<file path="src/rtl/kd_tree_pkg.sv">
// Shared KD-tree definitions: node configuration word layout, split-dimension limits
// and the loader FSM state encoding.
package kd_tree_pkg;

  localparam int IDX_WIDTH    = 3;
  localparam int MEDIAN_WIDTH = 11;
  localparam int NUM_DIMS     = 5;
  localparam int IDX_LSB      = 0;
  localparam int MEDIAN_LSB   = 11;

  // The whole split field below the median; only the low IDX_WIDTH bits carry the index.
  localparam int SPLIT_FIELD_WIDTH = MEDIAN_LSB - IDX_LSB;

  localparam logic [IDX_WIDTH-1:0] INVALID_IDX = 3'b111;

  typedef enum logic [1:0] {
    ST_IDLE = 2'd0,
    ST_LOAD = 2'd1,
    ST_DONE = 2'd2
  } loader_state_e;

  // A split field is illegal if the index names a nonexistent dimension or any
  // of the reserved upper bits are set.
  function automatic logic split_field_illegal(input logic [SPLIT_FIELD_WIDTH-1:0] split);
    return (split[IDX_WIDTH-1:0] >= IDX_WIDTH'(NUM_DIMS)) ||
           (split[SPLIT_FIELD_WIDTH-1:IDX_WIDTH] != '0);
  endfunction

endpackage

</file>
<file path="src/rtl/node_wen_decoder.sv">
// Combinational node-address to one-hot write-enable decoder with a global enable.
module node_wen_decoder #(
  parameter int NUM_NODES  = 63,
  parameter int ADDR_WIDTH = 6
) (
  input  logic                  i_en,
  input  logic [ADDR_WIDTH-1:0] i_addr,
  output logic [NUM_NODES-1:0]  o_onehot
);

  localparam logic [NUM_NODES-1:0] ONE = NUM_NODES'(1);

  // Addresses at or beyond NUM_NODES shift the bit out, so no node is selected.
  assign o_onehot = i_en ? (ONE << i_addr) : '0;

endmodule

</file>
<file path="src/rtl/kd_tree_node_loader.sv">
// Streams node configuration words into the KD-tree's internal nodes, word k to node k.
// Optional macro LOADER_IDX_CHECK_EN builds the sticky illegal-split-index detector.
module kd_tree_node_loader
  import kd_tree_pkg::*;
#(
  parameter int NUM_NODES     = 63,
  parameter int ADDR_WIDTH    = 6,
  parameter int STORAGE_WIDTH = 22
) (
  input  logic                     clk,
  input  logic                     rst_n,
  input  logic                     start,
  input  logic                     in_valid,
  output logic                     in_ready,
  input  logic [STORAGE_WIDTH-1:0] in_data,
  output logic [NUM_NODES-1:0]     node_wen,
  output logic [STORAGE_WIDTH-1:0] node_wdata,
  output logic                     busy,
  output logic                     done,
  output logic                     tree_ready,
  output logic                     cfg_error
);

  localparam logic [ADDR_WIDTH-1:0] LAST_ADDR = ADDR_WIDTH'(NUM_NODES - 1);

  loader_state_e r_state;
  loader_state_e w_next_state;

  logic [ADDR_WIDTH-1:0]    r_count;
  logic [NUM_NODES-1:0]     r_node_wen;
  logic [STORAGE_WIDTH-1:0] r_node_wdata;
  logic                     r_tree_ready;

  logic                 w_in_ready;
  logic                 w_busy;
  logic                 w_done;
  logic                 w_accept;
  logic                 w_start;
  logic [NUM_NODES-1:0] w_onehot;

  // NOTE: reset is sampled on the clock edge, so it belongs inside the clocked branch
  // and every state flop gets an explicit reset value there.
  always_ff @(posedge clk) begin
    if (!rst_n) begin
      r_state <= ST_IDLE;
    end else begin
      // NOTE: sequential state uses non-blocking assignment so every flop sees
      // pre-edge values regardless of statement order.
      r_state <= w_next_state;
    end
  end

  always_comb begin
    // NOTE: every output of this block gets a default first; a path that left one
    // unassigned would infer a latch.
    w_next_state = r_state;
    w_in_ready   = 1'b0;
    w_busy       = 1'b0;
    w_done       = 1'b0;
    case (r_state)
      ST_IDLE: begin
        if (start) w_next_state = ST_LOAD;
      end
      ST_LOAD: begin
        w_in_ready = 1'b1;
        w_busy     = 1'b1;
        if (in_valid && (r_count == LAST_ADDR)) w_next_state = ST_DONE;
      end
      ST_DONE: begin
        w_done       = 1'b1;
        w_next_state = ST_IDLE;
      end
      default: w_next_state = ST_IDLE;
    endcase
  end

  assign w_accept = in_valid && w_in_ready;
  assign w_start  = start && (r_state == ST_IDLE);

  node_wen_decoder #(
    .NUM_NODES  (NUM_NODES),
    .ADDR_WIDTH (ADDR_WIDTH)
  ) u_wen_decoder (
    .i_en     (w_accept),
    .i_addr   (r_count),
    .o_onehot (w_onehot)
  );

  always_ff @(posedge clk) begin
    if (!rst_n) begin
      r_count      <= '0;
      r_node_wen   <= '0;
      r_node_wdata <= '0;
      r_tree_ready <= 1'b0;
    end else begin
      r_node_wen <= w_onehot;
      if (w_accept) begin
        r_node_wdata <= in_data;
        // Saturate at the last node; only a new start rewinds the counter.
        if (r_count != LAST_ADDR) r_count <= r_count + 1'b1;
      end
      if (w_start) begin
        r_count      <= '0;
        r_tree_ready <= 1'b0;
      end else if (r_state == ST_DONE) begin
        r_tree_ready <= 1'b1;
      end
    end
  end

`ifdef LOADER_IDX_CHECK_EN
  logic r_cfg_error;

  always_ff @(posedge clk) begin
    if (!rst_n) begin
      r_cfg_error <= 1'b0;
    end else if (w_start) begin
      r_cfg_error <= 1'b0;
    end else if (w_accept && split_field_illegal(in_data[MEDIAN_LSB-1:IDX_LSB])) begin
      r_cfg_error <= 1'b1;
    end
  end

  assign cfg_error = r_cfg_error;
`else
  assign cfg_error = 1'b0;
`endif

  assign in_ready   = w_in_ready;
  assign busy       = w_busy;
  assign done       = w_done;
  assign node_wen   = r_node_wen;
  assign node_wdata = r_node_wdata;
  assign tree_ready = r_tree_ready;

endmodule

</file>
<file path="config.mk">
export PLATFORM = sky130hd
export DESIGN_NAME = kd_tree_node_loader
export DESIGN_NICKNAME = d
export VERILOG_FILES = /design/src/rtl/kd_tree_pkg.sv /design/src/rtl/node_wen_decoder.sv /design/src/rtl/kd_tree_node_loader.sv
export SDC_FILE = /design/constraint.sdc
export NUM_CORES = 1
export LEC_CHECK = 0
export CORE_ASPECT_RATIO = 1.1
export CORE_MARGIN = 2
export CORE_UTILIZATION = 43
export CTS_CLUSTER_SIZE = 25
export DETAILED_ROUTE_END_ITERATION = 8
export GPL_TIMING_DRIVEN = 1
export PLACE_DENSITY = 0.79
export SLEW_MARGIN = 0
export SYNTH_ARGS = -nofsm -noshare
export SYNTH_HDL_FRONTEND = slang
export SYNTH_SLANG_ARGS = --single-unit
export TNS_END_PERCENT = 100
</file>
<file path="constraint.sdc">
create_clock -name clk -period 2.09 [get_ports clk]
set_clock_uncertainty 0.05 [all_clocks]
set_input_delay 0.5225 -clock clk [delete_from_list [all_inputs] [get_ports clk]]
set_output_delay 0.5225 -clock clk [all_outputs]
set_load 0.005 [all_outputs]
</file>
==> results.md <==
- Met3 WL: 716 um
- Metal-1 WL: about 2.7 mm
- Area Growth Syn to Fin: 46.2%
- RSZ-0062 raised after global routing: true
- Pwr Density: 708 nW/um^2
- Total CTS buffers: 9
- Worst-path fanout max: 10
- Cell Area, Synth: slightly above 3000 sq um
- Final GP Congestion: about 0.8
- Max-Cap Viols: 0
- Port Buffers: roughly 110
- Clk_lat worst skew: 0.36 ns
- DP HPWL: between 4 and 5 mm
- Initial DRC count: 83
- Largest net degree at the start of global routing: 24
- Status: finished, final reports clean
- YS warnings: 0
- Nets: 461
- Clock Root Buffer: clkbuf_8
- Vias per inst: 4.80
- Switching share of total power: between 20% and 30%
- Longest Clk Path Bufs: 2
- Final Cell Area: 4440 sq um
- Final Max Slew Viols: 0
- Antenna violations before repair: 0
- Clock share of power: 36.1%
- Worst Path Arrival: 1.45 ns
- Vias: between 2k and 2.5k
- Die ar.: ~7800 sq um
- Commonest non-fill, non-tap cell in the layout: clkdlybuf4s50_1
- Min cycle time layout: 2.02 ns
- Die Y: 92.2 um
- Fraction of registers with async set/reset: 0%
- Starting Density: 43.9%
- Tcrit/Tclk final: 96.6%
- FMAX: 495 MHz
- Worst-path clk slew: around 0.090 ns
- Top Ports: 116
- Core Footprint: 6930 sq um
- Congestion Overflow GR: 0
- CP required: 1.52 ns
- Mapped Nets: approximately 350
- First-pass GRT wire length: 11.4 mm
- Total clock sinks: 94
- Final setup fails: 0
- Fillers: 554
- Post-Syn Instances: 319
- Main synth FF type: dfxtp_1
- Max Used Layer: met4
- Hold WC Path Type: reg -> reg
- Logic pwr share: just under 6%
- Drt wl/cell: 13.1 um
- Placed Area: about 4200 sq um
- WL met2: 3.25 mm
- Antenna-violating nets left: 0
- Vias in the first global route: 2381
- Post-synth EDFFs: 0
- Layout cell share with drive strength beyond 1: around 6.7%
- Post-synthesis cell type count: 32
- Rows: 32
- Final hold slack: roughly 0.41 ns
- Die width: 84.1 um
- Internal Power: roughly 2400 uW
- Commonest cells after routing, fill and taps aside: clkdlybuf4s50_1 (114), dfxtp_1 (92), nor2_1 (69)
- Psw: 765 uW
- Max VDD drop: 446 uV
- Number of remaining DRC errors: 0
- Diodes inserted: 0
- Flops & latches, synth: 94
- Setup CP Type: reg -> out
- Final Hold Vio Count: 0
- Register area share after synthesis: between 60% and 70%
- PnR Total Power: approximately 3100 uW
- P_leak: 0.00156 uW
- CP startpoint kind: flip-flop
- Power share of the sequential group: 58.1%
- GRT Total Usage: 18.6%
- Total iterations of the first detailed-routing run: 7
- Drt total wl: approximately 7 mm
- CTS tree: done
- H-tree Lvls: 3
- Synthesized area per cell: approximately 9.5 sq um
- Critical Path Sink Type: primary output
[metal layers]
layer,global-route usage [%],vias to the layer above
met3,8.37,8
li1,-,1240
met2,30.8,117
met4,7.26,0
met1,20.8,1124
met5,0,-
[area by class of cell]
| class | count | area [sq um] | share of cell area, % |
|---|---|---|---|
| clock buffers | 9 | 124 | 2.79 |
| clock inverters | 7 | 66.3 | 1.49 |
| inverters | 3 | 11.3 | 0.254 |
| multi-input cells | 199 | 1030 | 23.2 |
| flip-flops and latches | 94 | 1890 | 42.5 |
| well taps | 85 | 106 | 2.39 |
| repair buffers | 122 | 1210 | 27.3 |
[registers in the layout (all words and copies together) (netlist names)]
| register | count |
|---|---|
| node_wdata | 22 |
| r_state | 2 |
| node_wen | 63 |
| tree_ready | 1 |
| r_count | 6 |
[through the flow]
stage          setup WS [ns]  TNS, ns  util, %  instances
5_1_grt              0.00707        0     64.1        519
2_1_floorplan          0.572        0        -        319
6_report              0.0705        0     64.1        519
4_1_cts              -0.0234  -0.0560     63.9        519
3_3_place_gp          0.0409        0     61.1        503
3_5_place_dp         -0.0104  -0.0203     61.1        503
[power groups by stage]
stage	Combinational [uW]	Clock (uW)	Sequential (uW)
after floorplan	77.0	0	1870
after CTS	183	1170	1830
after detailed placement	181	0	1870
after global placement	179	0	1870
final	182	1140	1830
after global routing	203	1250	1830
[cell families after synthesis]
kind of cell | after synthesis | synth area share (%)
other cells | 1 | 0.123
buf+inv | 26 | 4.45
fa+ha+maj | 6 | 2.47
compound gates | 29 | 7.00
flops | 94 | 61.9
simple gates | 160 | 23.0
mux | 3 | 0.989
[cell usage after synthesis, types with 2 or more instances]
library cell,instances,area (sq um)
clkbuf_1,9,33.8
buf_6,2,22.5
inv_1,3,11.3
and4_1,4,35.0
nand4_1,2,12.5
buf_2,8,40.0
nand2b_1,2,12.5
nand3_1,11,55.1
mux2i_1,3,30.0
nand3b_1,2,15.0
ha_1,6,75.1
nor2_1,69,259
buf_4,3,22.5
dfxtp_1,94,1880
or3_1,2,12.5
a21oi_1,2,10.0
nor2b_1,4,25.0
a21boi_0,23,173
nand2_1,57,214
[worst paths after layout]
kind	from	end	slack [ns]	cells after the start
setup / recovery	r_state[1]	done	0.07	2
hold / removal	node_wdata[6]	node_wdata[6]	0.41	2
hold reg to reg	node_wdata[6]	node_wdata[6]	0.41	2
setup reg to reg	r_count[0]	r_count[3]	0.29	5
[critical path: stages, from the launching register on]
cell and delay, ns:
dfxtp_4 0.41, nor2b_2 0.17, clkdlybuf4s50_1 0.51
[repair_timing]
| item | CTS | global route |
|---|---|---|
| gates resized for setup | 2 | 5 |
| hold buffers | 0 | 0 |
| endpoints found under the setup margin | 3 | 3 |
| buffers inserted | 0 | 0 |
(Power assumes the default switching activity.)
